### src/rtl/phy_tx_pkg.sv
// Shared phy_tx definitions: byte geometry, idle symbol and L1 mux states.
package phy_tx_pkg;

    localparam int BYTE_W = 8;
    localparam logic [7:0] IDLE_BYTE = 8'hBC;

    typedef enum logic [1:0] {
        ST_IDLE = 2'd0,
        ST_HI   = 2'd1,
        ST_LO   = 2'd2
    } l1_state_e;

endpackage

### src/rtl/mux_l1_tx_rr_arb2.sv
// Two-requester round-robin arbiter; the last winner is kept by the caller.
module rr_arb2 (
    input  logic [1:0] req,
    input  logic       rr_last,
    output logic       gnt,
    output logic       any
);

    always_comb begin
        gnt = 1'b0;
        unique case (req)
            2'b01:   gnt = 1'b0;
            2'b10:   gnt = 1'b1;
            2'b11:   gnt = ~rr_last;
            default: gnt = 1'b0;
        endcase
    end

    assign any = |req;

endmodule

### src/rtl/mux_l1_tx.sv
// Transmit L1 muxer: picks a lane per 16-bit word and emits it
// as two bytes, high byte first, with no gap between words.
module mux_l1_tx #(
    parameter int                BYTE_W    = phy_tx_pkg::BYTE_W,
    parameter logic [BYTE_W-1:0] IDLE_BYTE = phy_tx_pkg::IDLE_BYTE
) (
    input  logic                  clk_4f,
    input  logic                  reset,
    input  logic [2*BYTE_W-1:0]   data_l0,
    input  logic                  valid_l0,
    output logic                  ready_l0,
    input  logic [2*BYTE_W-1:0]   data_l1,
    input  logic                  valid_l1,
    output logic                  ready_l1,
    output logic [BYTE_W-1:0]     data_mux_l1,
    output logic                  valid_mux_l1,
    output logic                  lane_mux_l1
);

    import phy_tx_pkg::*;

    l1_state_e           state_q, state_d;
    logic [BYTE_W-1:0]   hold_q, hold_d;
    logic [BYTE_W-1:0]   data_q, data_d;
    logic                valid_q, valid_d;
    logic                lane_q, lane_d;
    logic                rr_last_q, rr_last_d;

    logic                gnt;
    logic                any;
    logic                can_accept;
    logic [2*BYTE_W-1:0] word;

    rr_arb2 u_arb (
        .req     ({valid_l1, valid_l0}),
        .rr_last (rr_last_q),
        .gnt     (gnt),
        .any     (any)
    );

    assign can_accept = !reset && (state_q != ST_HI);
    assign ready_l0   = can_accept && valid_l0 && !gnt;
    assign ready_l1   = can_accept && valid_l1 && gnt;
    assign word       = gnt ? data_l1 : data_l0;

    always_comb begin
        state_d   = state_q;
        hold_d    = hold_q;
        data_d    = data_q;
        valid_d   = valid_q;
        lane_d    = lane_q;
        rr_last_d = rr_last_q;
        unique case (state_q)
            ST_HI: begin
                data_d  = hold_q;
                valid_d = 1'b1;
                state_d = ST_LO;
            end
            default: begin
                if (any) begin
                    data_d    = word[2*BYTE_W-1:BYTE_W];
                    hold_d    = word[BYTE_W-1:0];
                    valid_d   = 1'b1;
                    lane_d    = gnt;
                    rr_last_d = gnt;
                    state_d   = ST_HI;
                end else begin
                    data_d  = IDLE_BYTE;
                    valid_d = 1'b0;
                    state_d = ST_IDLE;
                end
            end
        endcase
    end

    // Reset drops any pending low byte and restarts with lane 0 priority.
    always_ff @(posedge clk_4f) begin
        if (reset) begin
            state_q   <= ST_IDLE;
            hold_q    <= '0;
            data_q    <= IDLE_BYTE;
            valid_q   <= 1'b0;
            lane_q    <= 1'b0;
            rr_last_q <= 1'b1;
        end else begin
            state_q   <= state_d;
            hold_q    <= hold_d;
            data_q    <= data_d;
            valid_q   <= valid_d;
            lane_q    <= lane_d;
            rr_last_q <= rr_last_d;
        end
    end

    assign data_mux_l1  = data_q;
    assign valid_mux_l1 = valid_q;
    assign lane_mux_l1  = lane_q;

endmodule

### config.mk
export PLATFORM = sky130hd
export DESIGN_NAME = mux_l1_tx
export DESIGN_NICKNAME = d
export VERILOG_FILES = /design/src/rtl/phy_tx_pkg.sv /design/src/rtl/mux_l1_tx_rr_arb2.sv /design/src/rtl/mux_l1_tx.sv
export SDC_FILE = /design/constraint.sdc
export NUM_CORES = 1
export LEC_CHECK = 0
export BUFFER_PORTS_ARGS = -buffer_cell sky130_fd_sc_hd__buf_2
export CAP_MARGIN = 20
export CORE_UTILIZATION = 45
export DETAILED_ROUTE_END_ITERATION = 7
export GPL_TIMING_DRIVEN = 0
export PLACE_DENSITY = 0.8
export RECOVER_POWER = 25
export SYNTH_ARGS = -nofsm -noshare
export SYNTH_HDL_FRONTEND = slang
export SYNTH_SLANG_ARGS = --single-unit
### constraint.sdc
create_clock -name clk_4f -period 2 [get_ports clk_4f]
set_input_delay 0.4 -clock clk_4f [delete_from_list [all_inputs] [get_ports clk_4f]]
set_output_delay 0.4 -clock clk_4f [all_outputs]
set_load 0.05 [all_outputs]
==> metrics.yaml <==
final_layout_size_suffix_gt1_share_pct: 41.5
final_common_cell: "buf_2"
slew_headroom_pct: 38.7
numPortBuffers: 47
ys.warnings.count: 0
synth-simple-area-share_pct: 6.89
ant_nets: 0
grt_pass1_vias: 732
vdd_drop_max_mv: 0.426
gr-total-overflow: 0
drc: 0
hp-class: "primary input to flop"
post-route-util_pct: 67.8
worst_pin_slew_ps: 913
syn_nets: 120
cts_tree: "built"
stdcell_area_um2: 1220
dieArea_um2: 2200
wl_met3_um: 92
fin_nets: 172
worst_clock_skew_ps: 0.491
gr-usage-all-layers_pct: 20.4
yosysSeqAreaShare_pct: 46.3
status: "completed"
grt_setup_unrepaired: "no"
finalHoldViolations: 0
clk_pin_slew_ps: 120
p_seq_share_pct: 50.2
yosys.area_share.xor_xnor_pct: 0
h-tree-depth: 1
power.net_switching_w: 0.000311
wl_met1_um: 963
clk_path_buf_depth: 2
syn_area_um2: 908
postCtsHoldBufs: 0
pin_count: 48
finalCriticalPeriod_ps: 1900
insertion_delay_ps: 300
antenna_found_initial: 0
syn_inst: 84
initial_core_util_pct: 50.4
synth_top_family_by_area: "compound AO/OA/AOI/OAI gates"
synth-seq-cells: 21
synthMuxAreaShare_pct: 18.0
core_area_um2: 1800
slew_viol_final: 0
p_leak_nw: 0.561
viasPerCell: 5.21
diodes: 0
p_sw_share_pct: 32.7
p_int_w: 0.000641
die_w_um: 46.9
drt_first_pass_iters: 4
p_clk_share_pct: 21.4
worstPathMaxFanout: 10
rows: 15
cp_cell_sequence: "a21boi_2 > buf_6 > buf_12 > nor4b_4 > buf_4"
drv_cap: 0
hpwl_mm: 1.56
critPathCaptureType: "output port"
setup_viol: 0
die-height_um: 46.9
p_per_area_nw_per_um2: 779
yosysTopAreaCellShare_pct: 46.3
numCtsBuffers: 3
syn_area_per_cell_um2: 10.8
arrival_ps: 1500
max_freq_ghz: 0.527
syn_to_final_growth_pct: 34.4
wl_per_cell_um: 13.3
final_cell_mix: "buf_2 (40), dfxtp_1 (20), mux2i_1 (13), a21oi_1 (11)"
crit_slowest_cell: "dfxtp_2"
min_period_over_period_pct: 94.8
synth_top_area_cell: "dfxtp_1"
root_buffer: "clkbuf_4"
ys_types: 22
max_stage_delay_ps: 360
synth-adder-area-share_pct: 0
grt_max_degree: 13
vias: 834
gp_congestion: 0.776
cts_sinks: 21
worstPathRequired_ps: 1600
wl_met2_mm: 1.05
top_layer: "met4"
grt_pass1_wl_mm: 3.13
critPathLaunchType: "flop"
yosys-top-cells-area: "dfxtp_1 (46%), mux2i_1 (14%), a211oi_1 (6.6%), a21oi_1 (6.1%), a2bb2oi_1 (4.8%)"
drt-total-wl_mm: 2.12
combPwrFrac_pct: 28.4
crit_type: "flop to output port"
placed_cell_area_um2: 1190
synth-compound-area-share_pct: 23.3
drtIter0Drc: 17
==> critical path, delay by kind of cell (launching register included) <==
family                 cells  cell delay (ps)
buffers and inverters      3              540
DFF                        1              360
and+or+nand+nor            1              240
AOI/OAI and AO/OA          1               50
==> Yosys cell counts (all sizes together) <==
cell,number
nand2,1
nor4b,1
nor3b,1
a22o,3
clkbuf,3
buf,2
mux2,3
dfxtp,21
inv,2
a21oi,11
or2,1
nor3,1
nand2b,2
a311o,1
nor2,2
a211oi,8
a21boi,1
mux2i,13
o21ai,1
a2bb2oi,5
nor2b,1
==> state kept, by name, indices dropped and copies added (netlist names) <==
name          count
data_mux_l1       8
hold_q            8
lane_mux_l1       1
rr_last_q         1
state_q           2
valid_mux_l1      1
==> kinds of logic (layout without fill, tap and decap cells) <==
| logic type | after synthesis | in the layout |
|---|---|---|
| mux | 16 | 16 |
| flops | 21 | 21 |
| simple gates | 10 | 10 |
| compound gates | 30 | 30 |
| buf+inv | 7 | 58 |
==> timing repair <==
action | 4_1_cts | 5_1_grt
endpoints found under the setup margin | 0 | 2
endpoints found under the hold margin | 0 | 0
resized for setup | 0 | 7
buffers inserted | 0 | 0
==> metrics by stage <==
step / hold slack [ps] / cells / power, W / worst slack, ps / TNS [ps]
CTS: 369 / 160 / 0.000952 / 18.1 / 0
global route: 373 / 160 / 0.000998 / 17.0 / 0
detailed placement: 479 / 156 / 0.000756 / 94.4 / 0
finish: 373 / 160 / 0.000952 / 103 / 0
global placement: 464 / 156 / 0.000748 / 107 / 0
floorplan: 450 / 84 / 0.000675 / -184 / -184
==> layer usage <==
metal	track usage [%]	vias up
li1	-	419
met1	25.6	381
met2	32.5	32
met3	3.85	2
met4	12.6	0
met5	0	-
==> area by class of cell <==
type                    count  area (um2)
plain buffers               5        42.5
clock buffers               3        22.5
clock inverters             1        5.00
fillers                   170         581
inverters                   2        7.51
multi-input cells          56         453
flip-flops and latches     21         422
well taps                  25        31.3
repair buffers             47         238
==> final timing paths <==
check | start | endpoint | slack, ps | cells past startpoint
min | data_l1[10] | data_mux_l1[2] | 370 | 3
max reg2reg | state_q[0] | data_mux_l1[1] | 400 | 3
max | rr_last_q | ready_l0 | 100 | 5
min reg2reg | hold_q[5] | data_mux_l1[5] | 500 | 1
==> power by group through the flow <==
stage	clock (W)	combinational, W	sequential [W]
6_report	0.000203	0.000270	0.000478
5_1_grt	0.000225	0.000291	0.000482
4_1_cts	0.000206	0.000270	0.000477
3_5_place_dp	0	0.000270	0.000486
3_3_place_gp	0	0.000264	0.000485
2_1_floorplan	0	0.000124	0.000551
Note: power is estimated with default switching activity, not from simulation.
